===== src/rtl/proc_elem_mac.sv =====
// -----------------------------------------------------------------------------
// proc_elem_mac
//
// One processing element of a systolic MAC array. Activations travel left to
// right, partial sums (and, during weight load, the weights themselves)
// travel top to bottom. Each PE holds a small bank of signed weights and can
// run in one of three modes:
//   PASS (00, 11) : forward in_top to out_down unchanged.
//   WS   (01)     : weight-stationary MAC, out_down = sat(in_top + in_left*w).
//   ACC  (10)     : output-stationary, local acc += in_left*w, emitted on drain.
//
// Valid semantics (applies to every *_valid in this block): a qualifier that
// is high means its paired data bus carries meaningful data in that same
// cycle. There is no backpressure; a consumer must take the data when it is
// offered.
//
// Ports
//   clk               rising-edge clock
//   reset             asynchronous active-high reset
//   in_top            partial sum from above; weight data on [DATA_WIDTH-1:0]
//   in_top_valid      in_top qualifier
//   in_left           activation from the left
//   in_left_valid     in_left qualifier
//   weight_WE         weight-load enable (overrides mode)
//   weight_sel        bank entry used for compute (combinational read)
//   mode              operating mode, see above
//   acc_drain         ACC mode: emit accumulator on out_down and restart it
//   acc_clear         clear accumulator (ACC mode only) and sat_flag (always)
//   out_down          registered result to the PE below
//   out_down_valid    out_down qualifier
//   out_right         in_left delayed one cycle
//   out_right_valid   in_left_valid delayed one cycle
//   sat_flag          sticky saturation indicator
//   weight_load_done  one-cycle pulse after the last bank entry is written
// -----------------------------------------------------------------------------
module proc_elem_mac #(
    parameter int DATA_WIDTH   = 16,
    parameter int ACC_WIDTH    = 32,
    parameter int NUM_WEIGHTS  = 4,
    parameter int W_ADDR_WIDTH = 2
) (
    input  logic                    clk,
    input  logic                    reset,
    input  logic [ACC_WIDTH-1:0]    in_top,
    input  logic                    in_top_valid,
    input  logic [DATA_WIDTH-1:0]   in_left,
    input  logic                    in_left_valid,
    input  logic                    weight_WE,
    input  logic [W_ADDR_WIDTH-1:0] weight_sel,
    input  logic [1:0]              mode,
    input  logic                    acc_drain,
    input  logic                    acc_clear,
    output logic [ACC_WIDTH-1:0]    out_down,
    output logic                    out_down_valid,
    output logic [DATA_WIDTH-1:0]   out_right,
    output logic                    out_right_valid,
    output logic                    sat_flag,
    output logic                    weight_load_done
);

    // -------------------------------------------------------------------------
    // Constants
    // -------------------------------------------------------------------------
    localparam logic [1:0] MODE_WS  = 2'b01;
    localparam logic [1:0] MODE_ACC = 2'b10;

    // The bank is sized to the full address space so that any weight_sel value
    // reads a defined entry; entries at or above NUM_WEIGHTS are never
    // written and therefore always read as zero.
    localparam int BANK_DEPTH = 1 << W_ADDR_WIDTH;

    localparam logic [W_ADDR_WIDTH-1:0] LAST_ENTRY = W_ADDR_WIDTH'(NUM_WEIGHTS - 1);

    localparam logic signed [ACC_WIDTH-1:0] ACC_MAX = {1'b0, {(ACC_WIDTH-1){1'b1}}};
    localparam logic signed [ACC_WIDTH-1:0] ACC_MIN = {1'b1, {(ACC_WIDTH-1){1'b0}}};

    // -------------------------------------------------------------------------
    // Saturating signed add. Bit ACC_WIDTH of the return value is the
    // overflow indicator, the lower bits are the clamped sum.
    // -------------------------------------------------------------------------
    function automatic logic [ACC_WIDTH:0] sat_add(
        input logic signed [ACC_WIDTH-1:0] a,
        input logic signed [ACC_WIDTH-1:0] b
    );
        logic signed [ACC_WIDTH:0] full;
        full = (ACC_WIDTH+1)'(a) + (ACC_WIDTH+1)'(b);
        // Overflow iff the extra sign bit disagrees with the result sign bit.
        if (full[ACC_WIDTH] != full[ACC_WIDTH-1]) begin
            sat_add = {1'b1, (full[ACC_WIDTH] ? ACC_MIN : ACC_MAX)};
        end else begin
            sat_add = {1'b0, full[ACC_WIDTH-1:0]};
        end
    endfunction

    // -------------------------------------------------------------------------
    // State
    // -------------------------------------------------------------------------
    logic signed [DATA_WIDTH-1:0] bank [BANK_DEPTH];
    logic [W_ADDR_WIDTH-1:0]      wr_ptr;
    logic signed [ACC_WIDTH-1:0]  acc;

    // -------------------------------------------------------------------------
    // Combinational datapath
    // -------------------------------------------------------------------------
    logic                          load;
    logic                          is_ws;
    logic                          is_acc;
    logic                          ws_fire;
    logic signed [DATA_WIDTH-1:0]  act;
    logic signed [DATA_WIDTH-1:0]  w_cur;
    logic signed [2*DATA_WIDTH-1:0] product;
    logic signed [ACC_WIDTH-1:0]   prod_ext;
    logic signed [ACC_WIDTH-1:0]   top_s;
    logic [ACC_WIDTH:0]            ws_res;
    logic [ACC_WIDTH:0]            acc_res;
    logic                          acc_step;
    logic                          sat_event;

    assign load    = weight_WE & in_top_valid;
    assign is_ws   = (mode == MODE_WS);
    assign is_acc  = (mode == MODE_ACC);
    assign ws_fire = in_top_valid & in_left_valid;

    // Weight read is combinational so weight_sel takes effect at the next edge.
    assign act      = in_left;
    assign w_cur    = bank[weight_sel];
    assign product  = act * w_cur;
    assign prod_ext = ACC_WIDTH'(product);
    assign top_s    = in_top;

    assign ws_res  = sat_add(top_s, prod_ext);
    assign acc_res = sat_add(acc, prod_ext);

    // A plain accumulate step happens only when neither clear nor drain
    // redirects the accumulator this cycle.
    assign acc_step = is_acc & in_left_valid & ~acc_clear & ~acc_drain;

    // Saturation only counts for an add whose result is actually registered.
    assign sat_event = ~weight_WE &
                       ((is_ws & ws_fire & ws_res[ACC_WIDTH]) |
                        (acc_step & acc_res[ACC_WIDTH]));

    // -------------------------------------------------------------------------
    // Weight bank and write pointer. A reset mid-load discards the partial
    // load: the pointer restarts at entry 0 and the bank is zeroed.
    // -------------------------------------------------------------------------
    always_ff @(posedge clk or posedge reset) begin
        if (reset) begin
            for (int i = 0; i < BANK_DEPTH; i++) begin
                bank[i] <= '0;
            end
            wr_ptr           <= '0;
            weight_load_done <= 1'b0;
        end else begin
            weight_load_done <= load && (wr_ptr == LAST_ENTRY);
            if (load) begin
                bank[wr_ptr] <= in_top[DATA_WIDTH-1:0];
                if (wr_ptr == LAST_ENTRY) begin
                    wr_ptr <= '0;
                end else begin
                    wr_ptr <= wr_ptr + 1'b1;
                end
            end
        end
    end

    // -------------------------------------------------------------------------
    // Horizontal activation pipeline: a pure one-cycle delay in every mode.
    // -------------------------------------------------------------------------
    always_ff @(posedge clk or posedge reset) begin
        if (reset) begin
            out_right       <= '0;
            out_right_valid <= 1'b0;
        end else begin
            out_right       <= in_left;
            out_right_valid <= in_left_valid;
        end
    end

    // -------------------------------------------------------------------------
    // Sticky saturation flag. acc_clear wins over a same-cycle saturation and
    // clears the flag regardless of mode.
    // -------------------------------------------------------------------------
    always_ff @(posedge clk or posedge reset) begin
        if (reset) begin
            sat_flag <= 1'b0;
        end else if (acc_clear) begin
            sat_flag <= 1'b0;
        end else if (sat_event) begin
            sat_flag <= 1'b1;
        end
    end

    // -------------------------------------------------------------------------
    // Vertical result path and local accumulator.
    // Weight load has top priority and ripples in_top down the column while
    // holding acc. The accumulator is only touched in ACC mode, so switching
    // modes never disturbs it.
    // -------------------------------------------------------------------------
    always_ff @(posedge clk or posedge reset) begin
        if (reset) begin
            out_down       <= '0;
            out_down_valid <= 1'b0;
            acc            <= '0;
        end else if (weight_WE) begin
            out_down       <= in_top;
            out_down_valid <= in_top_valid;
        end else if (is_ws) begin
            // out_down keeps its last result while no new sum is produced.
            out_down_valid <= ws_fire;
            if (ws_fire) begin
                out_down <= ws_res[ACC_WIDTH-1:0];
            end
        end else if (is_acc) begin
            out_down_valid <= acc_drain;
            // The drain always emits the pre-clear, pre-update value.
            if (acc_drain) begin
                out_down <= acc;
            end
            if (acc_clear) begin
                acc <= '0;
            end else if (acc_drain) begin
                // Restart the accumulation with this cycle's product, if any.
                acc <= in_left_valid ? prod_ext : '0;
            end else if (in_left_valid) begin
                acc <= acc_res[ACC_WIDTH-1:0];
            end
        end else begin
            out_down       <= in_top;
            out_down_valid <= in_top_valid;
        end
    end

endmodule


===== config.mk =====
export PLATFORM = sky130hd
export DESIGN_NAME = proc_elem_mac
export DESIGN_NICKNAME = d
export VERILOG_FILES = /design/src/rtl/proc_elem_mac.sv
export SDC_FILE = /design/constraint.sdc
export NUM_CORES = 1
export LEC_CHECK = 0
export ABC_AREA = 1
export CAP_MARGIN = 20
export CORE_MARGIN = 1
export CORE_UTILIZATION = 42
export CTS_BUF_LIST = sky130_fd_sc_hd__clkbuf_4 sky130_fd_sc_hd__clkbuf_8
export DETAILED_ROUTE_END_ITERATION = 6
export PLACE_DENSITY = 0.59
export SYNTH_ARGS = -nofsm -noshare
export SYNTH_HDL_FRONTEND = slang
export SYNTH_SLANG_ARGS = --single-unit

===== constraint.sdc =====
create_clock -name clk -period 16.78 [get_ports clk]
set_input_delay 3.356 -clock clk [delete_from_list [all_inputs] [get_ports clk]]
set_output_delay 3.356 -clock clk [all_outputs]
set_load 0.03 [all_outputs]

==> results of run 1 <==
## through the flow
step | hold WS (ns) | instances | setup slack [ns] | util [%] | cell area (um^2)
2_1_floorplan | 0.4529 | 2961 | 6.059 | - | 21440
3_3_place_gp | 0.4653 | 3669 | 2.168 | 45.92 | 23080
3_5_place_dp | 0.4734 | 3669 | 2.117 | 45.92 | 23080
4_1_cts | 0.4965 | 3701 | 2.697 | 46.70 | 23480
5_1_grt | 0.5165 | 3701 | 2.002 | 46.70 | 23480
6_report | 0.4939 | 3701 | 2.503 | 46.70 | 23480
## final timing paths
path	depth (start not counted)	start	endpoint	slack [ns]
hold / removal	2	bank[52]	bank[52]	0.49
setup / recovery	35	weight_sel[1]	acc[22]	2.50
hold reg to reg	2	bank[52]	bank[52]	0.49
max in group asynchronous	4	reset	bank[28]	11.75
setup reg to reg	34	bank[20]	acc[22]	6.72
min in group asynchronous	2	reset	out_down[25]	3.20
## tightest hold or removal path: stages, from the launching register on
cell,delay [ns]
dfrtp_1,0.35
nand2_1,0.05
o21ai_0,0.06
## metal layers
layer / vias up / GRT usage (%) / part of all wire, %
met5: - / 0 / 0
met4: 0 / 10.78 / 3.7
met3: 126 / 3.925 / 5.1
met2: 644 / 48.14 / 48
met1: 9657 / 38.24 / 44
li1: 9240 / - / -
## area by class of cell
cell class / instances / area share, %
tap: 672 / 3.581
multi-input combinational: 2209 / 65.47
sequential: 150 / 15.99
clock inverter: 14 / 0.6554
timing repair buffer: 118 / 4.945
inverter: 520 / 8.334
clock buffer: 18 / 1.028
## cell families (layout without fill, tap and decap cells)
| group | Yosys count | after routing | share of synthesized area, % |
|---|---|---|---|
| compound gates | 340 | 340 | 9.249 |
| buf+inv | 602 | 670 | 10.87 |
| xor+xnor | 70 | 70 | 2.859 |
| simple gates | 1382 | 1382 | 25.93 |
| flops | 150 | 150 | 17.51 |
| fa+ha+maj | 417 | 417 | 33.58 |
## state kept, by name (all words and copies together), names as in the netlist
register and flops:
sat_flag 1, out_right 16, out_down_valid 1, out_right_valid 1
out_down 32, bank 64, acc 32, weight_load_done 1
wr_ptr 2
## layout by cell type, fill, tap and decap left out, types with 19 or more instances in the layout
| master | instances |
|---|---|
| o21ai_0 | 112 |
| clkdlybuf4s50_1 | 110 |
| nand3_1 | 150 |
| dfrtp_1 | 150 |
| o21bai_1 | 28 |
| xnor2_1 | 27 |
| inv_1 | 505 |
| nor2_1 | 292 |
| a21oi_1 | 119 |
| nand2_1 | 864 |
| xor2_1 | 43 |
| nor3_1 | 19 |
| ha_1 | 153 |
| fa_1 | 264 |
==> metrics.md, run 1 <==
| Metric | Value |
|---|---|
| Synth area leaders | fa_1, dfrtp_1, nand2_1 |
| Ports | 111 |
| Root Driver | clkbuf_8 |
| Largest net degree at the start of global routing | 54 |
| Chip height | about 230 um |
| Register area | about 0.0038 mm^2 |
| Crit-path max FO | 17 |
| Crit path top cell by count | nand2_1 |
| Synth top cells by count | nand2_1, inv_1, nor2_1, fa_1, ha_1 |
| Share of the synthesized area in the top cell type | 24.65% |
| Multi-input gate area | around 0.015 mm^2 |
| Avg Inst Size Synth | 7.241 um^2 |
| CTS tree | yes |
| Wire per inst | 19.81 um |
| Antenna violations before repair | 0 |
| Vias per cell | ~5.3 |
| CP startpoint kind | primary input |
| Final max-slew violation count | 0 |
| Gr usage total | approximately 29% |
| Worst-Margin Slew | 1.000 ns |
| Syn Nets | 3437 |
| Clock sink count | 150 |
| H-tree depth | 4 |
| Final period util | 85.08% |
| Final Wtd Congestion | roughly 1.0 |
| Max Clk Rate | 70.04 MHz |
| Sequential share of the synthesized area | 17.51% |
| Hold violation total from the final report | 0 |
| Die ar. | 0.05196 mm^2 |
| ANT nets after route | 0 |
| Async SR Flop Fraction | between 90% and 100% |
| Post-CTS Setup Bufs | 0 |
| # DRC | 0 |
| WP data arrival | around 15 ns |
| TritonCTS Buffers | 17 |
| Layout overhead on the synthesized area | 9.512% |
| Core Area | about 0.050 mm^2 |
| Post-synth EDFFs | 0 |
| Initial DRC count | 1430 |
| Clock Skew | 0.02468 ns |
| WP buf/inv | 6 |
| Grt ovf | 0 |
| Synthesized flop and latch total | 150 |
| Vias | 19670 |
| Clock transition at path regs | about 0.090 ns |
| Crit. End Element | flop |
| Count leader, synth | nand2_1 |
| Hold buffer count at CTS | 0 |
| Port bufs | 110 |
| Area of the mapped netlist | about 0.021 mm^2 |
| Ys Warns | 0 |
| Final antenna diode count | 0 |
| Leading register cell type out of synthesis | dfrtp_1 |
| Max incr delay on CP | ~0.95 ns |
| Post-layout minimum cycle time | about 14 ns |
| Vias in the first global route | 20080 |
| Status | finished clean |
| Max cap viols | 0 |
| Final setup violation count | 0 |
| Drt pass-1 iters | 7 |
| Clock buffer depth | 2 |
| Post-synthesis cell type count | 48 |
| Top delay family on crit path | adder cells |
| Nets@finish | between 3000 and 4000 |
| Post-CTS Resized | 0 |
| Hold Path Class | reg -> reg |
| Initial core utilization | a little over two fifths |
| Die width | 227.9 um |
| First-pass GRT wire length | 115400 um |
| # rows | 82 |
| Unrepaired setup endpoints after global routing | false |
| Post-synthesis cell count | approximately 3000 |
| Setup TNS | 0 ns |
| Final WL | 73310 um |
| Slew headroom | 33.16% |
| Largest area contributor in the netlist | fa_1 |
| Clock Latency Late Sink | around 0.56 ns |
| CP max-delay cell | clkdlybuf4s50_1 |
| CP required | 17.21 ns |
| Fillers | 5170 |
| Detail Placement HPWL | between 60000 and 70000 um |
| Share of layout cells above drive strength 1 | around 2.5% |
| Setup CP Type | in -> reg |
Power of run 1 is left out: the tool's default activity adds up to more than one toggle a clock period on the data nets, which glitch-free logic cannot reach.
==> inputs of run 2 (changes only) <==
--- a/config.mk
+++ b/config.mk
@@ -10,6 +10,7 @@
 export CORE_MARGIN = 1
 export CORE_UTILIZATION = 42
 export CTS_BUF_LIST = sky130_fd_sc_hd__clkbuf_4 sky130_fd_sc_hd__clkbuf_8
+export CTS_CLUSTER_DIAMETER = 150
 export DETAILED_ROUTE_END_ITERATION = 6
 export PLACE_DENSITY = 0.59
 export SYNTH_ARGS = -nofsm -noshare
==> results of run 2 <==
Same layout as run 1: the final DEF is identical, and so are final timing and power.
Power of run 2 is left out for the same reason.
